**src/rtl/gmux_switch.sv**
```systemverilog
// Glitch-free source-select controller for the global clock mux cells.
// Keeps at most one IS enable high and inserts an all-off gap on every switch.
module gmux_switch #(
    parameter int unsigned NUM_CH     = 5,
    parameter int unsigned GAP_CYCLES = 2,
    parameter int unsigned RESET_CH   = 0,
    parameter int unsigned SEL_W      = (NUM_CH > 1) ? $clog2(NUM_CH) : 1
) (
    input  logic              QCK,
    input  logic              QRT,
    input  logic              REQ,
    input  logic [SEL_W-1:0]  SEL,
    input  logic              PARK,
    output logic [NUM_CH-1:0] IS,
    output logic [SEL_W-1:0]  CUR,
    output logic              ACTIVE,
    output logic              BUSY,
    output logic              ACK,
    output logic              ERR
);

    typedef enum logic [1:0] {
        StIdle,
        StDrain,
        StArm
    } state_t;

    localparam logic [7:0]        GapLoad = 8'(GAP_CYCLES - 1);
    localparam logic [NUM_CH-1:0] ResetIs = NUM_CH'(1) << RESET_CH;
    localparam logic [SEL_W-1:0]  ResetCh = SEL_W'(RESET_CH);

    state_t           state;
    logic [7:0]       gap_cnt;
    logic [SEL_W-1:0] tgt;
    logic             tgt_park;
    logic             sel_oob;
    logic             same_ch;

    function automatic logic [NUM_CH-1:0] onehot(input logic [SEL_W-1:0] ch);
        return NUM_CH'(1) << ch;
    endfunction

    assign sel_oob = 32'(SEL) >= NUM_CH;
    assign same_ch = (SEL == CUR) && ACTIVE;

    always_ff @(posedge QCK) begin
        if (QRT) begin
            state    <= StIdle;
            gap_cnt  <= 8'd0;
            tgt      <= ResetCh;
            tgt_park <= 1'b0;
            IS       <= ResetIs;
            CUR      <= ResetCh;
            ACTIVE   <= 1'b1;
            BUSY     <= 1'b0;
            ACK      <= 1'b0;
            ERR      <= 1'b0;
        end else begin
            ACK <= 1'b0;
            ERR <= 1'b0;
            unique case (state)
                StIdle: begin
                    if (REQ) begin
                        if (PARK || (!sel_oob && !same_ch)) begin
                            tgt_park <= PARK;
                            if (!PARK) begin
                                tgt <= SEL;
                            end
                            IS      <= '0;
                            ACTIVE  <= 1'b0;
                            BUSY    <= 1'b1;
                            gap_cnt <= GapLoad;
                            // The ARM cycle itself is the last all-off gap cycle.
                            state   <= (GAP_CYCLES == 1) ? StArm : StDrain;
                        end else if (sel_oob) begin
                            ERR <= 1'b1;
                        end else begin
                            ACK <= 1'b1;
                        end
                    end
                end
                StDrain: begin
                    gap_cnt <= gap_cnt - 8'd1;
                    if (gap_cnt == 8'd1) begin
                        state <= StArm;
                    end
                end
                StArm: begin
                    IS     <= tgt_park ? '0 : onehot(tgt);
                    ACTIVE <= !tgt_park;
                    if (!tgt_park) begin
                        CUR <= tgt;
                    end
                    BUSY  <= 1'b0;
                    ACK   <= 1'b1;
                    state <= StIdle;
                end
                default: state <= StIdle;
            endcase
        end
    end

    a_is_onehot0: assert property (@(posedge QCK) disable iff (QRT) $onehot0(IS));
    a_ack_err_excl: assert property (@(posedge QCK) disable iff (QRT) !(ACK && ERR));
    a_busy_off: assert property (@(posedge QCK) disable iff (QRT) !(BUSY && (IS != '0)));

endmodule
```
**config.mk**
```make
export PLATFORM = sky130hd
export DESIGN_NAME = gmux_switch
export DESIGN_NICKNAME = d
export VERILOG_FILES = /design/src/rtl/gmux_switch.sv
export SDC_FILE = /design/constraint.sdc
export NUM_CORES = 1
export LEC_CHECK = 0
export CAP_MARGIN = 20
export CORE_MARGIN = 2
export CORE_UTILIZATION = 35
export CTS_CLUSTER_SIZE = 8
export DETAILED_ROUTE_END_ITERATION = 12
export SYNTH_ARGS = -nofsm -noshare
export SYNTH_HDL_FRONTEND = slang
export SYNTH_SLANG_ARGS = --single-unit
```
**constraint.sdc**
```tcl
create_clock -name QCK -period 2.5 [get_ports QCK]
set_input_delay 0.5 -clock QCK [delete_from_list [all_inputs] [get_ports QCK]]
set_output_delay 0.5 -clock QCK [all_outputs]
set_load 0.05 [all_outputs]
```
* Word level (Yosys, flattened, before mapping) *
Index checks and enable logic that the tools add are counted.

cells by class
  add/sub/neg operators = 1
  multipliers = 0
  div/mod/pow operators = 0
  magnitude comparators = 1
  equal/unequal tests = 7
  shifts and indexed selects = 1
  multiplexer cells = 22
  bitwise operators = 4
  reduce and logical (&&, ||, !) cells = 16

operators by type and width
  operator               count
  $mux W8                2
  $pmux W8 S2            1
  $mux W5                3
  $reduce_and A3 Y1      4
  $pmux W5 S2            1
  $eq A8 B1 Y1 const B   1
  $mux W1                8
  $sub A8 B1 Y8 const B  1
  $mux W2                3
  $ne A2 B2 Y1 const B   3
  $pmux W1 S2            3
  $shl A1 B3 Y5 const A  1
  $not A1 Y1             4
  $pmux W2 S2            1
  $reduce_and A4 Y1      1
  $reduce_bool A2 Y1     2
  $reduce_or A4 Y1       1
  $eq A3 B3 Y1           1
  $ge A3 B3 Y1 const B   1
  $logic_not A1 Y1       3
  $eq A2 B1 Y1 const B   1
  $eq A2 B2 Y1 const B   1
  $logic_and A1 B1 Y1    2
  $logic_not A2 Y1       1
  2 further kinds        2

storage, ports and cells
  register bits = 26
  bits in latches = 0
  memory bits (writable) = 0
  ROM bits = 0
  input bits = 7
  output and inout bits = 12
  logic and storage cells = 62
  memories = 0

* Logic depth before layout (Yosys ltp) *
  depth in word-level cells = 8
  depth in mapped cells = 6
  mapped depth without buffers = 6

* Least setup slack after synthesis *
Ideal clock, no wire load.

  path type = register -> register
  start point = register CUR[2]
  end point = register gap_cnt[7]
  library setup time = 79 ps
  data arrival time = 1740 ps
  data required time = 2421 ps
  slack = 680 ps
  stages on the path, launching flop included = 5
  buffers on the path = 0
  period minus slack after synthesis = 1820 ps
  cells stage by stage = dfxtp_1 -> xor2_1 -> o41ai_4 -> o221ai_2 -> o211ai_1

on the way
  word-level cells in the longest chain between the ends = 7

RTL lines
  item                         RTL line  RTL
  start, declared              15        output logic [SEL_W-1:0] CUR,
  start signal, assigned       53        CUR <= ResetCh;
  start signal, assigned       92        CUR <= tgt;
  $eq A3 B3 Y1                 44        assign same_ch = (SEL == CUR) && ACTIVE;
  $logic_and A1 B1 Y1          44
  $logic_not A1 Y1             64        if (PARK || (!sel_oob && !same_ch)) begin
  $logic_and A1 B1 Y1          64
  $logic_or A1 B1 Y1           64
  $ne A2 B2 Y1 (no line)       -
  $reduce_and A3 Y1 (no line)  -
  end signal, assigned         72        gap_cnt <= GapLoad;
  end signal, assigned         83        gap_cnt <= gap_cnt - 8'd1;
  end, declared                33        logic [7:0] gap_cnt;

Every way passes these cells.
A chain may end at the register's enable or synchronous reset.

* Final worst setup path *
  start point = input SEL[2]
  end point = register gap_cnt[7]

on the way
  word-level cells in the longest chain between the ends = 7
  elaborated cells on any way between the ends = 9
  those cells by class = 1 x order compare; 2 x eq/ne; 6 x reduce/logical

RTL lines
  item                                                  RTL line  RTL
  start, declared                                       12        input logic [SEL_W-1:0] SEL,
  branches (longest 3 deep; another with $ge A3 B3 Y1)  -
  $logic_and A1 B1 Y1 (*)                               64
  $logic_or A1 B1 Y1 (*)                                64
  $ne A2 B2 Y1 (no line) (*)                            -
  $reduce_and A3 Y1 (no line) (*)                       -

Mark *: on every way between the ends.

==> impl_metrics.yaml <==
pwr:
  leakagePower_uw: 0.0005894
  irDropWorstVdd_v: 0.0004846
  power_density_nw_per_um2: 748.7
finish:
  n_antenna_cell: 0
  area_growth_pct: 23.69
  fin_util: 0.4421
  drive_gt1_frac: 0.09877
  num-nets-final: 172
synthesis:
  synth_top_family_by_area: "compound AO/OA/AOI/OAI gates"
  syn_inst: 143
  synthFlopType: "dfxtp_1"
  async_flop_share: 0
  synthSimpleGateAreaFrac: 0.1757
  ys_ff_latch: 26
  synthTopCellsByCount: "26 x dfxtp_1, 13 x inv_1, 10 x nand2_1, 8 x a21oi_1"
  synth.area.mux_share: 0.02330
  synth_edf_count: 0
  yosys.area_share.adder: 0.01942
  synth_warnings: 0
  synth.area.top_cells: "dfxtp_1 40%, inv_1 3.8%, a31oi_1 3.4%"
  synthesis.nets: 152
  synth_xor_area_frac: 0.02039
  yosysTopAreaCellShare: 0.4039
  syn_area_sq_um: 1289
  synth_most_common_cell: "dfxtp_1"
  synth-compound-area-share: 0.3029
  yosysTopAreaCell: "dfxtp_1"
  avgSynthCellArea_sq_um: 9.012
  yosysSeqAreaShare: 0.4039
  synth.distinct_cells: 42
global_route:
  grt_pass1_vias: 1112
  grt_overflow: 0
  grt_pass1_wl_um: 5009
  antenna_found_initial: 0
  grt_max_degree: 20
  track_usage: 0.1475
sta:
  slew_headroom: 0.5946
  drv_slew: 0
  final.setup.tns_ns: 0
  fmax_mhz: 495.7
  rsz0062_at_grt: "false"
  hold_viol_final: 0
  hold-worst-slack_ns: 0.4745
  min_period_ns: 2.017
  tightest_slew_ns: 0.6072
  fin_skew_ns: 0.008676
  period_share: 0.8070
  setup_viol: 0
die:
  start_util: 0.3574
  die_area_sq_um: 4184
  core_region_area_sq_um: 3606
  die_width_um: 64.68
  ios: 19
  fp-row-count: 22
  die_h_um: 64.68
critical_path:
  end_kind: "flip-flop"
  critPathArrivalTime_ns: 2.21
  cp-start-kind: "input pin"
  path_max_fanout: 6
  cp.required_ns: 2.70
  path_class: "in -> reg"
clocking:
  ctsLongestPathBuffers: 2
  cts_buffers: 3
  tritoncts: "done"
  clk_latency_ns: 0.27
  cts_sinks: 26
  clkTransAtPathRegs_ns: 0.09
  cts_hold_buf: 0
  cts_setup_buffers: 0
  cts_htree_levels: 1
  cts_root_buf: "clkbuf_8"
  cts_resized: 0
routing:
  dr.pass1.iters: 4
  routed_wl_um: 2841
  vias_per_cell: 5.405
  vias: 1135
  first_iter_violations: 56
  drc: 0
  ant_nets: 0
  routedWlPerCell_um: 13.53
run:
  drv_cap: 0
worst_hold_path:
  hp-class: "reg -> reg"
placement:
  port_buffers: 18
  dp.final_hpwl_um: 2134
  place.gp.congestion: 0.7991
status:
  status: "finished, final reports clean"
[metal layers]
layer  track usage  routed length [um]  up-vias
li1              -                   -      572
met1        0.1822                1359      543
met2        0.2669                1388       18
met3       0.03646                  85        2
met4       0.01596                   7        0
met5             0                   0        -
[cell usage in the layout (no fill, tap or decap), types with 3 or more instances in the layout]
cell,n
o21ai_0,6
a31oi_1,7
nand2b_1,3
o22ai_1,3
nand3_1,7
a21oi_1,8
a41o_1,3
inv_1,13
dfxtp_1,26
xor2_1,3
clkdlybuf4s50_1,18
clkbuf_8,3
nor2_1,7
mux2i_1,3
nor4_1,3
nor3_1,5
nand2_1,10
[registers in the layout, indices dropped and copies added, names as in the netlist]
name and flops:
IS 5, gap_cnt 8, ACTIVE 1, tgt_park 1
tgt 3, ACK 1, ERR 1, BUSY 1
state 2, CUR 3
[path summary, 6_finish.rpt]
path | depth (start not counted) | start | slack (ns) | end
worst max register to register | 4 | CUR[2]$_SDFFE_PP0P_ | 0.86 | gap_cnt[7]$_SDFFE_PP0P_
worst max-delay path | 5 | SEL[2] | 0.48 | gap_cnt[7]$_SDFFE_PP0P_
worst min register to register | 2 | BUSY$_SDFFE_PP0P_ | 0.47 | BUSY$_SDFFE_PP0P_
worst min-delay path | 2 | BUSY$_SDFFE_PP0P_ | 0.47 | BUSY$_SDFFE_PP0P_
[kinds of logic (layout without fill, tap and decap cells)]
kind of cell / after synthesis / count (layout)
AO/OA/AOI/OAI: 48 / 48
XOR/XNOR: 3 / 3
adder cells (fa/ha/maj): 2 / 2
buffers and inverters: 18 / 37
flip-flops: 26 / 26
multiplexers: 3 / 3
AND/OR/NAND/NOR: 43 / 43
[critical path, stage by stage]
cell and delay (ns):
clkdlybuf4s50_1 0.46, xor2_1 0.24, o41ai_4 0.52, o221ai_2 0.28, o211ai_1 0.21
[where the power goes]
part           switching [uW]  total, uW  internal (uW)
registers                72.9        543            470
clock network             136        351            214
logic                     175        300            125
[per-stage QoR]
stage / power [uW] / area (sq um) / setup WS (ns) / std cells
final: 1193 / 1594 / 0.4826 / 210
after global routing: 1267 / 1594 / 0.3755 / 210
after CTS: 1205 / 1594 / 0.4857 / 210
after detailed placement: 850.4 / 1523 / 0.2072 / 206
after global placement: 839.4 / 1523 / 0.2762 / 206
after floorplan: 764.4 / 1289 / 0.6803 / 143
[final cells by class]
class,instances,area [sq um]
flip-flops and latches,26,520.5
clock buffers,3,41.29
clock inverters,1,30.03
multi-input cells,99,698.2
well taps,48,60.06
repair buffers,20,195.2
fillers,351,2012
inverters,13,48.80
Power figures use the tool's default switching activity.
